**config.mk**
```make
export PLATFORM = sky130hd
export DESIGN_NAME = demod_demapper_flat
export DESIGN_NICKNAME = d
export VERILOG_FILES = /design/src/rtl/demod_demapper_if.sv /design/src/rtl/demod_demapper.sv /design/src/flat_wrapper.sv
export SDC_FILE = /design/constraint.sdc
export NUM_CORES = 1
export LEC_CHECK = 0
export ABC_CLOCK_PERIOD_IN_PS = 2400
export CAP_MARGIN = 0
export CORE_MARGIN = 10
export CORE_UTILIZATION = 40
export CTS_BUF_LIST = sky130_fd_sc_hd__clkbuf_2 sky130_fd_sc_hd__clkbuf_4 sky130_fd_sc_hd__clkbuf_8
export DETAILED_ROUTE_END_ITERATION = 10
export PLACE_DENSITY_LB_ADDON = 0.05
export SLEW_MARGIN = 15
export SYNTH_ARGS = -nofsm -noshare
export SYNTH_HDL_FRONTEND = slang
export SYNTH_SLANG_ARGS = --single-unit
```
**constraint.sdc**
```tcl
create_clock -name CLK_Demod -period 2.4 [get_ports CLK_Demod]
set_input_delay 0.48 -clock CLK_Demod [delete_from_list [all_inputs] [get_ports CLK_Demod]]
set_output_delay 0.48 -clock CLK_Demod [all_outputs]
set_load 0.02 [all_outputs]
```
**src/rtl/demod_demapper_if.sv**
```systemverilog
// Symbol-in / bit-out bus of the hard-decision demapper.
// Handshake: a symbol transfers on a rising clock edge where EN_Demod,
// Valid_Demod_IN and Ready_Demod are all high. Ready_Demod does not depend
// on Valid_Demod_IN or EN_Demod, and the source holds its data until it
// transfers.
interface demod_demapper_if #(
   parameter int LUT_WIDTH = 18
);
   logic                        EN_Demod;
   logic                        Valid_Demod_IN;
   logic signed [LUT_WIDTH-1:0] Demod_IN_I;
   logic signed [LUT_WIDTH-1:0] Demod_IN_Q;
   logic                        Last_IN;
   logic [2:0]                  Order_Mod;
   logic                        Ready_Demod;
   logic                        Serial_OUT;
   logic                        Serial_Valid;
   logic                        Last_OUT;
   logic                        DEMOD_DONE;
   logic                        Order_Err;
   logic [10:0]                 Sym_Count;
   logic [0:0]                  State_Dbg;

   modport master (
      output EN_Demod, Valid_Demod_IN, Demod_IN_I, Demod_IN_Q, Last_IN, Order_Mod,
      input  Ready_Demod, Serial_OUT, Serial_Valid, Last_OUT, DEMOD_DONE,
             Order_Err, Sym_Count, State_Dbg
   );

   modport slave (
      input  EN_Demod, Valid_Demod_IN, Demod_IN_I, Demod_IN_Q, Last_IN, Order_Mod,
      output Ready_Demod, Serial_OUT, Serial_Valid, Last_OUT, DEMOD_DONE,
             Order_Err, Sym_Count, State_Dbg
   );
endinterface

```
**src/rtl/demod_demapper.sv**
```systemverilog
// Hard-decision QPSK/16QAM/64QAM demapper (38.211 Gray mapping).
// One I/Q symbol is sliced into up to six bits b0..b5 at the accept edge,
// then the bits leave serially, b0 first, one per enabled clock.
module demod_demapper #(
   parameter int LUT_WIDTH = 18,
   parameter int THR_16    = 41449,
   parameter int THR_64_2  = 20225,
   parameter int THR_64_4  = 40450,
   parameter int THR_64_6  = 60675
) (
   input logic          CLK_Demod,
   input logic          RST_Demod,
   demod_demapper_if.slave dm
);

   localparam logic [0:0] IDLE  = 1'b0;
   localparam logic [0:0] SHIFT = 1'b1;

   // Magnitudes carry one extra bit so |-2^(W-1)| is representable.
   localparam logic [LUT_WIDTH:0] T_16   = (LUT_WIDTH+1)'(THR_16);
   localparam logic [LUT_WIDTH:0] T_64_2 = (LUT_WIDTH+1)'(THR_64_2);
   localparam logic [LUT_WIDTH:0] T_64_4 = (LUT_WIDTH+1)'(THR_64_4);
   localparam logic [LUT_WIDTH:0] T_64_6 = (LUT_WIDTH+1)'(THR_64_6);
   localparam logic [LUT_WIDTH:0] ONE    = (LUT_WIDTH+1)'(1);

   logic [0:0]  state_q, state_d;
   logic [2:0]  cnt_q, cnt_d;
   logic [5:0]  sreg_q, sreg_d;
   logic        last_q, last_d;
   logic        done_q, done_d;
   logic        err_q, err_d;
   logic [10:0] count_q, count_d;

   logic                 neg_i, neg_q;
   logic [LUT_WIDTH:0]   ext_i, ext_q, abs_i, abs_q;
   logic [5:0]           slice_bits;
   logic                 order_ok, ready, accept, emit, last_bit;

   // Slice the presented symbol; the result is only captured on accept.
   // Register layout is {b0,b1,b2,b3,b4,b5} so the MSB is always the next bit out.
   always_comb begin
      neg_i = dm.Demod_IN_I[LUT_WIDTH-1];
      neg_q = dm.Demod_IN_Q[LUT_WIDTH-1];
      ext_i = {neg_i, dm.Demod_IN_I};
      ext_q = {neg_q, dm.Demod_IN_Q};
      abs_i = neg_i ? (~ext_i + ONE) : ext_i;
      abs_q = neg_q ? (~ext_q + ONE) : ext_q;
      order_ok   = 1'b0;
      slice_bits = 6'b000000;
      case (dm.Order_Mod)
         3'd2: begin
            order_ok   = 1'b1;
            slice_bits = {neg_i, neg_q, 4'b0000};
         end
         3'd4: begin
            order_ok   = 1'b1;
            slice_bits = {neg_i, neg_q, (abs_i > T_16), (abs_q > T_16), 2'b00};
         end
         3'd6: begin
            order_ok   = 1'b1;
            slice_bits = {neg_i, neg_q, (abs_i > T_64_4), (abs_q > T_64_4),
                          (abs_i < T_64_2) | (abs_i > T_64_6),
                          (abs_q < T_64_2) | (abs_q > T_64_6)};
         end
         default: begin
            order_ok   = 1'b0;
            slice_bits = 6'b000000;
         end
      endcase
   end

   // Handshake and output decode; ready opens on the final bit so symbols chain gap-free.
   always_comb begin
      ready    = (state_q == IDLE) || (cnt_q == 3'd0);
      accept   = dm.EN_Demod && dm.Valid_Demod_IN && ready;
      emit     = (state_q == SHIFT) && dm.EN_Demod;
      last_bit = emit && (cnt_q == 3'd0) && last_q;
   end

   // Next-state: shift out, reload on accept, track block end and symbol count.
   always_comb begin
      state_d = state_q;
      cnt_d   = cnt_q;
      sreg_d  = sreg_q;
      last_d  = last_q;
      done_d  = last_bit;
      err_d   = accept && !order_ok;
      count_d = (last_bit ? 11'd0 : count_q) + {10'd0, accept};
      if (emit) begin
         if (cnt_q != 3'd0) begin
            sreg_d = {sreg_q[4:0], 1'b0};
            cnt_d  = cnt_q - 3'd1;
         end else begin
            state_d = IDLE;
         end
      end
      if (accept && order_ok) begin
         state_d = SHIFT;
         sreg_d  = slice_bits;
         cnt_d   = dm.Order_Mod - 3'd1;
         last_d  = dm.Last_IN;
      end
   end

   // State registers; reset discards any partial symbol.
   always_ff @(posedge CLK_Demod or negedge RST_Demod) begin
      if (!RST_Demod) begin
         state_q <= IDLE;
         cnt_q   <= 3'd0;
         sreg_q  <= 6'b000000;
         last_q  <= 1'b0;
         done_q  <= 1'b0;
         err_q   <= 1'b0;
         count_q <= 11'd0;
      end else begin
         state_q <= state_d;
         cnt_q   <= cnt_d;
         sreg_q  <= sreg_d;
         last_q  <= last_d;
         done_q  <= done_d;
         err_q   <= err_d;
         count_q <= count_d;
      end
   end

   // Drive the bus outputs.
   always_comb begin
      dm.Ready_Demod  = ready;
      dm.Serial_Valid = emit;
      dm.Serial_OUT   = emit && sreg_q[5];
      dm.Last_OUT     = last_bit;
      dm.DEMOD_DONE   = done_q;
      dm.Order_Err    = err_q;
      dm.Sym_Count    = count_q;
      dm.State_Dbg    = state_q;
   end

endmodule

```
**src/flat_wrapper.sv**
```systemverilog
// flat-port wrapper written by rule: the top's interface ports become plain ports
module demod_demapper_flat 
#(
   parameter int LUT_WIDTH = 18,
   parameter int THR_16    = 41449,
   parameter int THR_64_2  = 20225,
   parameter int THR_64_4  = 40450,
   parameter int THR_64_6  = 60675
)
  (CLK_Demod, RST_Demod, dm_EN_Demod, dm_Valid_Demod_IN, dm_Demod_IN_I, dm_Demod_IN_Q, dm_Last_IN, dm_Order_Mod, dm_Ready_Demod, dm_Serial_OUT, dm_Serial_Valid, dm_Last_OUT, dm_DEMOD_DONE, dm_Order_Err, dm_Sym_Count, dm_State_Dbg);
  demod_demapper_if #(.LUT_WIDTH(LUT_WIDTH)) dm_i ();
  input logic CLK_Demod;
  input logic RST_Demod;
  input wire logic [$bits(dm_i.EN_Demod)-1:0] dm_EN_Demod;
  input wire logic [$bits(dm_i.Valid_Demod_IN)-1:0] dm_Valid_Demod_IN;
  input wire logic [$bits(dm_i.Demod_IN_I)-1:0] dm_Demod_IN_I;
  input wire logic [$bits(dm_i.Demod_IN_Q)-1:0] dm_Demod_IN_Q;
  input wire logic [$bits(dm_i.Last_IN)-1:0] dm_Last_IN;
  input wire logic [$bits(dm_i.Order_Mod)-1:0] dm_Order_Mod;
  output wire logic [$bits(dm_i.Ready_Demod)-1:0] dm_Ready_Demod;
  output wire logic [$bits(dm_i.Serial_OUT)-1:0] dm_Serial_OUT;
  output wire logic [$bits(dm_i.Serial_Valid)-1:0] dm_Serial_Valid;
  output wire logic [$bits(dm_i.Last_OUT)-1:0] dm_Last_OUT;
  output wire logic [$bits(dm_i.DEMOD_DONE)-1:0] dm_DEMOD_DONE;
  output wire logic [$bits(dm_i.Order_Err)-1:0] dm_Order_Err;
  output wire logic [$bits(dm_i.Sym_Count)-1:0] dm_Sym_Count;
  output wire logic [$bits(dm_i.State_Dbg)-1:0] dm_State_Dbg;
  assign dm_i.EN_Demod = dm_EN_Demod;
  assign dm_i.Valid_Demod_IN = dm_Valid_Demod_IN;
  assign dm_i.Demod_IN_I = dm_Demod_IN_I;
  assign dm_i.Demod_IN_Q = dm_Demod_IN_Q;
  assign dm_i.Last_IN = dm_Last_IN;
  assign dm_i.Order_Mod = dm_Order_Mod;
  assign dm_Ready_Demod = dm_i.Ready_Demod;
  assign dm_Serial_OUT = dm_i.Serial_OUT;
  assign dm_Serial_Valid = dm_i.Serial_Valid;
  assign dm_Last_OUT = dm_i.Last_OUT;
  assign dm_DEMOD_DONE = dm_i.DEMOD_DONE;
  assign dm_Order_Err = dm_i.Order_Err;
  assign dm_Sym_Count = dm_i.Sym_Count;
  assign dm_State_Dbg = dm_i.State_Dbg;
  demod_demapper #(.LUT_WIDTH(LUT_WIDTH), .THR_16(THR_16), .THR_64_2(THR_64_2), .THR_64_4(THR_64_4), .THR_64_6(THR_64_6)) u_core (.CLK_Demod(CLK_Demod), .RST_Demod(RST_Demod), .dm(dm_i));
endmodule
```
* Word-level counts from Yosys, hierarchy flattened
Index checks and enable logic that the tools add are counted.
** Cells by class
- Divide/modulo/power cells :: 0
- Bitwise logic cells :: 5
- Equal/unequal tests :: 4
- Order comparisons :: 8
- Add/subtract/negate cells :: 5
- $mul :: 0
- Reductions and logical operators :: 17
- Shifts and indexed selects :: 0
- Mux-type cells :: 14
** Operator list (number)
- $gt A19 B16 Y1 const B :: 6
- $add A19 B1 Y19 const B :: 2
- $lt A19 B15 Y1 const B :: 2
- $mux W19 :: 2
- $not A19 Y19 :: 2
- $mux W6 :: 3
- $pmux W6 S3 :: 1
- $add A11 B1 Y11 :: 1
- $mux W11 :: 1
- $mux W3 :: 3
- $logic_and A1 B1 Y1 :: 8
- $eq A3 B3 Y1 const B :: 2
- $sub A3 B1 Y3 const B :: 2
- $mux W1 :: 4
- $reduce_and A2 Y1 :: 2
- $reduce_bool A2 Y1 :: 2
- $eq A3 B2 Y1 const B :: 1
- $logic_not A3 Y1 :: 1
- $reduce_bool A3 Y1 :: 1
- $reduce_or A3 Y1 :: 1
- $ne A2 B2 Y1 const B :: 1
- $or A1 B1 Y1 :: 2
- $logic_not A1 Y1 :: 1
- $logic_or A1 B1 Y1 :: 1
- $not A1 Y1 :: 1
** Word-level totals
- Memory bits (read-only) :: 0
- Output and inout port bits :: 18
- Register bits :: 24
- Latch bits :: 0
- RAM bits :: 0
- Memories :: 0
- Bits of input ports :: 44

* Depth between registers and ports, before layout
Gate-level depths: netlist of the first run.
- Depth after elaboration :: 7
- Depth in mapped cells :: 10
- Depth with buffers taken out :: 10

* Worst setup path after synthesis of the first run
No wires, ideal clock.
- Kind :: input to register
- Start :: input port dm_Demod_IN_I[8]
- End :: register u_core.sreg_q[3]
- Buffers on the path :: 1
- Stages on the path :: 8
- Setup time :: 134 ps
- Setup slack :: -586 ps
- Required time :: 2266 ps
- Arrival :: 2852 ps
- Path through :: buf_6 -> nor4_1 -> nand3_1 -> o31ai_1 -> xor2_1 -> or4_1 -> o31ai_1 -> o211ai_1
** On the way
- Cells in the longest elaborated chain, start to end :: 6
- Elaborated cells on any way between the ends :: 7
** Ends and longest elaborated chain
- from (decl) :: line flat_wrapper.sv:16 : input wire logic [$bits(dm_i.Demod_IN_I)-1:0] dm_Demod_IN_I;
- $not A19 Y19 :: line demod_demapper.sv:46 : abs_i = neg_i ? (~ext_i + ONE) : ext_i;
- $add A19 B1 Y19 :: line demod_demapper.sv:46
- $mux W19 (*) :: line demod_demapper.sv:46
- $gt A19 B16 Y1 (on tied branches) :: line demod_demapper.sv:61, demod_demapper.sv:57
- $pmux W6 S3 (*) :: line demod_demapper.sv:50 : case (dm.Order_Mod)
- $mux W6 (*) :: line demod_demapper.sv:97 : if (accept && order_ok) begin
- to (signal assigned) :: line demod_demapper.sv:118 : sreg_q <= sreg_d;
- to (decl) :: line demod_demapper.sv:28 : logic [5:0] sreg_q, sreg_d;
Every way passes the cells marked *; elsewhere a longest branch is shown, timed or not.
A chain may end at the register's enable or synchronous reset.

* Worst setup path after layout of the first run
- Start :: input port dm_Demod_IN_I[1]
- End :: register u_core.sreg_q[3]
The elaborated chain is that of the path after synthesis.

==> results of run 1 <==
state kept, by name, indices dropped and copies added (netlist names):
name	flops
u_core.sreg_q	6
u_core.cnt_q	3
u_core.dm.State_Dbg	1
u_core.dm.DEMOD_DONE	1
u_core.last_q	1
u_core.dm.Sym_Count	11
u_core.dm.Order_Err	1
power by group:
group	internal [W]	switching [W]	leakage, nW	total [W]
clock network	0.000223	0.000139	0.0357	0.000362
registers	0.000517	0.000111	0.311	0.000628
logic	0.000625	0.000614	1.83	0.00124
total	0.00136	0.000864	2.18	0.00223
repair_timing:
item | CTS | global route
setup endpoints to repair | 5 | 4
gates resized for setup | 119 | 85
setup buffers | 15 | 9
pin swaps | 38 | 47
hold endpoints to repair | 0 | 0
stage by stage:
step                      utilization, %  setup WS, ns  setup TNS (ns)
final                               72.5        -0.197          -0.580
after global routing                72.5        -0.281          -0.901
after CTS                           67.6        -0.308          -0.780
after detailed placement            62.8         -1.05           -3.70
after global placement              62.8        -0.915           -3.39
after floorplan                        -        -0.458           -1.05
cell families (layout without fill, tap and decap cells):
kind of cell	after synthesis	in the layout
simple gates	178	178
fa+ha+maj	5	5
xor+xnor	29	29
mux	4	4
flops	24	24
compound gates	112	112
buf+inv	36	218
routing by layer:
| metal | up-vias | share of wire, % |
|---|---|---|
| met2 | 100 | 52 |
| met1 | 1837 | 42 |
| met5 | - | 0 |
| li1 | 1868 | - |
| met3 | 18 | 4.2 |
| met4 | 0 | 1.7 |
final cells by class:
class / instances / area, µm²
clock buffers: 3 / 41.3
clock inverters: 1 / 30.0
fillers: 547 / 1970
inverters: 16 / 67.6
multi-input cells: 328 / 2680
flip-flops and latches: 24 / 601
well taps: 99 / 124
repair buffers: 198 / 1660
worst reg2reg max path, cell delays in order (launching register included):
cell and delay, ns:
sky130_fd_sc_hd__dfrtp_1 0.45, sky130_fd_sc_hd__o31ai_2 0.29, sky130_fd_sc_hd__nand3_1 0.16, sky130_fd_sc_hd__inv_1 0.13
sky130_fd_sc_hd__ha_1 0.19, sky130_fd_sc_hd__ha_1 0.19, sky130_fd_sc_hd__nand2_1 0.14, sky130_fd_sc_hd__or3_1 0.37
sky130_fd_sc_hd__a21oi_1 0.14
final timing paths:
path | startpoint | to | slack [ns] | depth (start not counted)
max reg2reg | u_core.cnt_q[2]$_DFFE_PN0P_ | u_core.dm.Sym_Count[6]$_DFF_PN0_ | 0.27 | 8
min | u_core.last_q$_DFFE_PN0P_ | u_core.last_q$_DFFE_PN0P_ | 0.49 | 2
min reg2reg | u_core.last_q$_DFFE_PN0P_ | u_core.last_q$_DFFE_PN0P_ | 0.49 | 2
max in group asynchronous | RST_Demod | u_core.dm.Sym_Count[8]$_DFF_PN0_ | 1.59 | 2
min in group asynchronous | RST_Demod | u_core.cnt_q[1]$_DFFE_PN0P_ | 0.56 | 2
max | dm_Demod_IN_I[1] | u_core.sreg_q[3]$_DFFE_PN0P_ | -0.20 | 11
synthesized netlist by cell type, drive strengths merged, types with 3 or more instances:
library cell  number
o41ai              7
nand3             17
a31oi              6
a22oi              3
o21ai             18
and2               6
a211oi             5
ha                 5
or3               11
nand4              4
a2111oi            4
o31ai             11
a32oi              3
or3b               4
dfrtp             24
clkbuf            16
xnor2             14
a211o              3
and3               8
or4                9
nand2b             4
buf                4
or2                4
nor3              16
nand2             36
nor2b              4
o311ai             4
a21oi             14
nor4              12
o211ai             8
inv               14
xor2              15
nor2              29
mux2i              4
layout by cell type, fill, tap and decap left out, types with 13 or more instances in the layout:
cell type and count:
sky130_fd_sc_hd__nor2_1 28, sky130_fd_sc_hd__buf_6 19, sky130_fd_sc_hd__nor3_1 13, sky130_fd_sc_hd__dfrtp_1 24, sky130_fd_sc_hd__o21ai_0 13, sky130_fd_sc_hd__nand3_1 15, sky130_fd_sc_hd__clkdlybuf4s50_1 29, sky130_fd_sc_hd__xor2_1 15
sky130_fd_sc_hd__nand2_1 35, sky130_fd_sc_hd__buf_4 119
==> results, run 1 <==
- Entering global routing, the biggest net connects 25 pins.
- The checks that failed: negative setup slack.
- The tree is rooted in a sky130_fd_sc_hd__clkbuf_8.
- The number of enable-type register cells in the synthesized netlist is 0.
- Across every metal layer, demand over resource in global routing totals around 18%.
- The critical path goes through buf_8 -> inv_4 -> ha_4 -> or4b_4 -> buf_6 -> a2111oi_4 -> mux2i_1 -> o22ai_1 -> or3b_4 -> o2111ai_2 -> o211ai_1.
- The sum of overflow across all layers after global routing is 0.
- The initial utilization of the core area, before any placement, comes to between 40% and 50%.
- Sorting the synthesized cells by area gives the leading types as sky130_fd_sc_hd__dfrtp_1 21%, sky130_fd_sc_hd__nand2_1 4.6%, sky130_fd_sc_hd__xor2_1 4.5%.
- The number of DRC markers in iteration 0 is 157.
- The hold slack is 0.493 ns.
- The critical path data arrival time is 2.75 ns.
- The clock transition at the registers of the reported paths is ~0.090 ns.
- The min-delay analysis places its worst path in the category reg -> reg.
- The worst slew margin relative to its limit is between 60% and 70%.
- The number of optimization iterations in the first detailed-route pass is 4.
- The count of antenna-violating nets left after detailed routing is 0.
- Of the total synthesized cell area, the portion taken by AND, OR, NAND and NOR gates is 33.4%.
- The via density per instance is around 5.7.
- The dominant combinational cell family by area after synthesis is simple AND/OR/NAND/NOR gates.
- The peak supply drop is around 340 µV.
- Once placement completed, the tool counted placed cells totaling approximately 640.
- The family with the most delay on the worst path is simple AND/OR/NAND/NOR gates.
- Setup repair after global routing could not meet its margin everywhere.
- The post-synthesis average cell area is ~7.5 µm².
- The power density normalized to cell area is between 400 and 500 nW/µm².
- The final count of pins violating max slew was 0.
- The final hold violation count is 0.
- STA puts the critical path data required time at around 2.6 ns.
- The type of element capturing the critical path is a flip-flop.
- The initial antenna violation count came to 0.
- The number of placement rows is 31.
- Wires add up to around 11000 µm.
- The count of different cell masters after synthesis is 70.
- The worst setup path is of the in -> reg kind.
- The met3 layer usage reported by global route is approximately 2.9%.
- For the pin with the worst max-slew slack, the measured transition is just over 0.5 ns.
- The number of diodes is 0.
- The relative area change from synthesis to final layout is 78.8%.
- The peak-usage layer in the global routing report is met2.
- The most common flop cell mapped by yosys is sky130_fd_sc_hd__dfrtp_1.
- No sink is reached through more buffers than the 2 on the longest clock path.
- The H-tree depth is 1.
- 62 I/O pins were placed.
- The count of hold-fix buffers inserted at cts is 0.
- The element type at the critical path start is an input pin.
- At the end of the flow, the number of nets in the layout was 620.
- The area share of fa/ha/maj cells after synthesis is approximately 2.2%.
- The post-route netlist has 41.2% of its cells at a drive strength greater than 1.
- Counting every sink on the clock net gives 24.
- Synthesis produced a netlist with a net count of around 440.
- The compound-gate portion of the synthesized area is around 29%.
- In this run the biggest area consumer among cell types represents ~21% of the synthesized area.
- Max-cap violations in this run came to 0.
- Measured along the y axis, the die boundary spans between 100 and 150 µm.
- The cell type contributing the most total cell area after synthesis is sky130_fd_sc_hd__dfrtp_1.
- The number of buffers added by the clock tree synthesis step is 3.
- Sequential cells were found to cover between 20% and 30% of the synthesized design area.
- The met2 global-route usage is 31.1%.
- The completed layout was analyzed and its total power is between 0.002 and 0.0025 W.
- The delay contributed by the slowest stage of the critical path is between 0.5 and 0.6 ns.
- After Yosys synthesis, XOR and XNOR cells account for under 10% of the synthesized area.
- The setup slack of the critical path after layout is -0.197 ns.
- Synthesis produced approximately 390 cells.
- TritonCTS built the clock tree.
- The time the final worst path needs with I/O delays and setup is 2.60 ns.
- The final clock skew is ~0.0031 ns.
- The cell with the biggest individual delay on the critical path is sky130_fd_sc_hd__or4b_4.
- The count of buffers added on input and output ports is between 60 and 70.
- Clock latency on the worst-skew pair, taken at its later pin, is 0.27 ns.
- The synthesized flop and latch total is 24.
- For this run, design rule violations remaining after detail routing come to 0.
- The placeable core region is slightly above 7000 µm².
- The worst path uses 108% of the clock period.
- The warning count from the yosys run is 0.
- Summing all non-filler instances in the final layout gives an area of 5200 µm².
- The routability congestion estimate is 0.873.
- The flow ran to the end, but the final reports show violations.
- The critical path contains buffers and inverters numbering 3 combined.
- Setup violations remaining at the end of the flow were counted as 4.
- After synthesis, the share of flip-flops with an asynchronous set or reset is 100%.
- Detailed placement finished with a half-perimeter wire length of approximately 7700 µm.
- The global routing met1 resource utilization is between 20% and 30%.
- The die is between 100 and 150 µm wide.
- The area of the die is between 10000 and 15000 µm².
- The portion of synthesized area spent on multiplexers is around 1.4%.
- The first global-routing pass estimated ~17000 µm of wire.
- The via count of the first global-routing pass came to 3813.
- The netlist area before placement is a little under 3000 µm².
- Of all nets on the critical path, the largest fanout is 3.
- The leakage power of the design is roughly 2.2 nW.
- In the final routed layout, each cell accounts on average for 16.1 µm.
- For this block, the via count after detailed routing is between 3k and 4k.
- The finished layout holds ~670 standard cells, fillers aside.
- Timing would allow up to 385 MHz.
- The area of placed instances is about 4500 µm².
No activity file was read; power rests on OpenSTA's default activity.
==> run 2: changes to the inputs <==
TNS_END_PERCENT = 1   (was default)
==> results, run 2 (synthesis results as in run 1) <==
- The run finished, with violations left.
- The checks that failed: negative setup slack.
- Detailed placement ended at an HPWL of a little over 8000 µm.
- The TritonCTS clock tree is yes.
- The number of placement rows is 31.
- The area of placed instances is ~4400 µm².
- Global routing consumed, over all layers together, 18.8% of the routing resources.
- After the first detailed-routing iteration, the DRC count stood at around 240.
- From left edge to right edge, the die measures roughly 110 µm.
- The flip-flop count of the largest register after layout is 11.
- The peak supply drop is 390 µV.
- The number of optimization iterations in the first detailed-route pass is 5.
- Across the routed clock network, the largest skew measured is 0.00213 ns.
- For this run, design rule violations remaining after detail routing come to 0.
- The final layout contains routed wiring with a total length of about 12000 µm.
- The relative area change from synthesis to final layout is 74.9%.
- The number of buffers added by the clock tree synthesis step is 3.
- The setup slack of the worst register-to-register path is approximately 0.26 ns.
- Setup repair after global routing could not meet its margin everywhere.
- In this run the worst path has a maximum fanout of 3.
- The finished cells cover 5090 µm².
- The clock sink count is 24.
- The final hold violation count is 0.
- The area of the die is between 10000 and 15000 µm².
- The class of the tightest hold or removal check is reg -> reg.
- The start point of the worst hold path is u_core.sreg_q[5]$_DFFE_PN0P_.
- In this run the critical register-to-register path is captured at u_core.dm.Sym_Count[6]$_DFF_PN0_.
- The clock transition at the registers of the reported paths is 0.09 ns.
- The critical path data arrival time is 2.82 ns.
- The worst-margin pin slew is between 0.4 and 0.5 ns.
- The sum of overflow across all layers after global routing is 0.
- For hold timing, the worst endpoint is u_core.sreg_q[5]$_DFFE_PN0P_.
- The library cell used most frequently in the layout, excluding fill and tap cells, is sky130_fd_sc_hd__buf_4.
- The start of the worst register-to-register path is u_core.cnt_q[2]$_DFFE_PN0P_.
- The initial core utilization is 40.5%.
- Entering global routing, the biggest net connects 25 pins.
- The H-tree depth is 1.
- Power spread over the standard cell area amounts to approximately 430 nW/µm².
- The leakage power of the design is approximately 2.2 nW.
- In the layout the commonest cells are 131 x sky130_fd_sc_hd__buf_4, 36 x sky130_fd_sc_hd__nand2_1, 31 x sky130_fd_sc_hd__clkdlybuf4s50_1, 29 x sky130_fd_sc_hd__nor2_1, 24 x sky130_fd_sc_hd__dfrtp_1.
- Once detail routing completed, the nets flagged for antenna violations numbered 0.
- Counting instances, the worst hold path has a depth of 2.
- The ratio of cells with drive above 1 in the final layout is a little under two fifths.
- For the worst setup path, the data required time is approximately 2.6 ns.
- The setup path with the least slack is of type in -> reg.
- The final count of pins violating max slew is 0.
- The upper clock frequency limit is between 300 and 400 MHz.
- The initial antenna violation count is 0.
- The number of cell instances on the worst register-to-register path is 8.
- The setup slack of the critical path after layout is -0.263 ns.
- Counting along the longest clock path gives a buffer depth of 2.
- The routability congestion estimate is 0.905.
- The via count of the first global-routing pass came to about 3.8k.
- The routed layout has just under 4k vias.
- The root buffer selected by CTS is sky130_fd_sc_hd__clkbuf_8.
- Leaving out filler cells and counting taps, the final layout contains 672.
- The first-pass GRT wire length is approximately 18000 µm.
- Input and output buffers added on the ports amount to slightly above 60.
- Dividing the detail-routed via count by the number of cells gives roughly 5.8.
- Headroom to the max-slew limit came out at between 60% and 70%.
- The type of element capturing the critical path is a flip-flop.
- After clock tree synthesis, the flow added hold-fix buffers numbering 0.
- The time the final worst path needs with I/O delays and setup is approximately 2.7 ns.
- After the last flow step, the layout net total stands at a little over 600.
- Measured on the finished design, the core utilization comes to 70.9%.
- 0 antenna diodes ended up in the layout.
- The final routed wire length divided by cell count is around 17 µm.
- STA classifies the critical path startpoint as an input pin.
- The placeable core region is between 7000 and 8000 µm².
- Of the available clock period, the critical path in the final layout requires 111%.
- Once placement completed, the tool counted placed cells totaling 639.
- The final total power is roughly 0.0022 W.
- The die boundary height is 105 µm.
- Across the run, the number of max-cap violations was 0.
- The number of top-level design ports is 62.
- For the worst-skew pair, the clock arrives at the later sink with an insertion delay of between 0.2 and 0.3 ns.
- Setup violations remaining at the end of the flow were counted as 4.
[run 2: changes by cell type in the layout (fill, tap and decap cells not counted), moves of 3 or more]
cell | before | now
sky130_fd_sc_hd__xnor2_2 | 2 | 5
sky130_fd_sc_hd__dlygate4sd2_1 | 3 | 7
sky130_fd_sc_hd__buf_2 | 6 | 0
sky130_fd_sc_hd__buf_6 | 19 | 10
sky130_fd_sc_hd__buf_4 | 119 | 131
sky130_fd_sc_hd__nor4_2 | 0 | 5
sky130_fd_sc_hd__nor3_1 | 13 | 16
sky130_fd_sc_hd__nor3_2 | 3 | 0
sky130_fd_sc_hd__nor4_4 | 7 | 4
sky130_fd_sc_hd__clkdlybuf4s15_1 | 4 | 7
[run 2: worst max path at each step]
stage | startpoint | to | slack [ns] | depth (start not counted)
after CTS | dm_Demod_IN_I[1] | u_core.sreg_q[3]$_DFFE_PN0P_ | -0.34 | 11
after global placement | dm_Demod_IN_Q[0] | u_core.sreg_q[2]$_DFFE_PN0P_ | -0.86 | 10
after global routing | dm_Demod_IN_Q[0] | u_core.sreg_q[2]$_DFFE_PN0P_ | -0.34 | 10
final | dm_Demod_IN_I[6] | u_core.sreg_q[3]$_DFFE_PN0P_ | -0.26 | 10
after floorplan | dm_Demod_IN_I[8] | u_core.sreg_q[3]$_DFFE_PN0P_ | -0.46 | 9
after detailed placement | dm_Demod_IN_I[1] | u_core.sreg_q[3]$_DFFE_PN0P_ | -1.04 | 11
[run 2: power breakdown]
part           internal, W  switching [W]  leakage [nW]  total [W]
sequential        0.000517       0.000105         0.311   0.000621
combinational     0.000601       0.000619          1.82    0.00122
clock             0.000223       0.000142        0.0357   0.000366
[run 2: layer usage]
metal	up-vias	global-route usage (%)	share of wire, %
met2	129	34.8	53
met4	0	3.14	2.1
met3	32	2.19	4.3
li1	1872	-	-
met5	-	0	0
met1	1832	22.9	41
[run 2: metrics by stage]
| stage | setup WS (ns) | hold WS, ns | TNS, ns |
|---|---|---|---|
| after floorplan | -0.458 | 0.184 | -1.72 |
| final | -0.263 | 0.498 | -0.792 |
| after global placement | -0.862 | 0.464 | -3.37 |
| after detailed placement | -1.04 | 0.468 | -3.84 |
| after global routing | -0.336 | 0.517 | -1.15 |
| after CTS | -0.342 | 0.494 | -1.22 |
[run 2: what timing repair did]
action,CTS,global route
gates resized for setup,82,71
pin swaps,27,38
buffers inserted,25,8
endpoints found under the setup margin,5,4
[run 2: layout make-up]
type / count / area (µm²)
clock buffer: 3 / 41.3
clock inverter: 1 / 30.0
fill: 564 / 2090
inverter: 16 / 65.1
multi-input combinational: 328 / 2560
sequential: 24 / 601
tap: 99 / 124
timing repair buffer: 201 / 1670
[run 2: worst max-delay path, cell delays in order]
cell and delay (ns):
sky130_fd_sc_hd__clkdlybuf4s15_1 0.19, sky130_fd_sc_hd__or4_4 0.56, sky130_fd_sc_hd__buf_4 0.17, sky130_fd_sc_hd__buf_4 0.14, sky130_fd_sc_hd__nor3_1 0.28, sky130_fd_sc_hd__a21oi_1 0.12
sky130_fd_sc_hd__o22ai_1 0.16, sky130_fd_sc_hd__or3b_4 0.41, sky130_fd_sc_hd__o2111ai_2 0.21, sky130_fd_sc_hd__o211ai_1 0.11
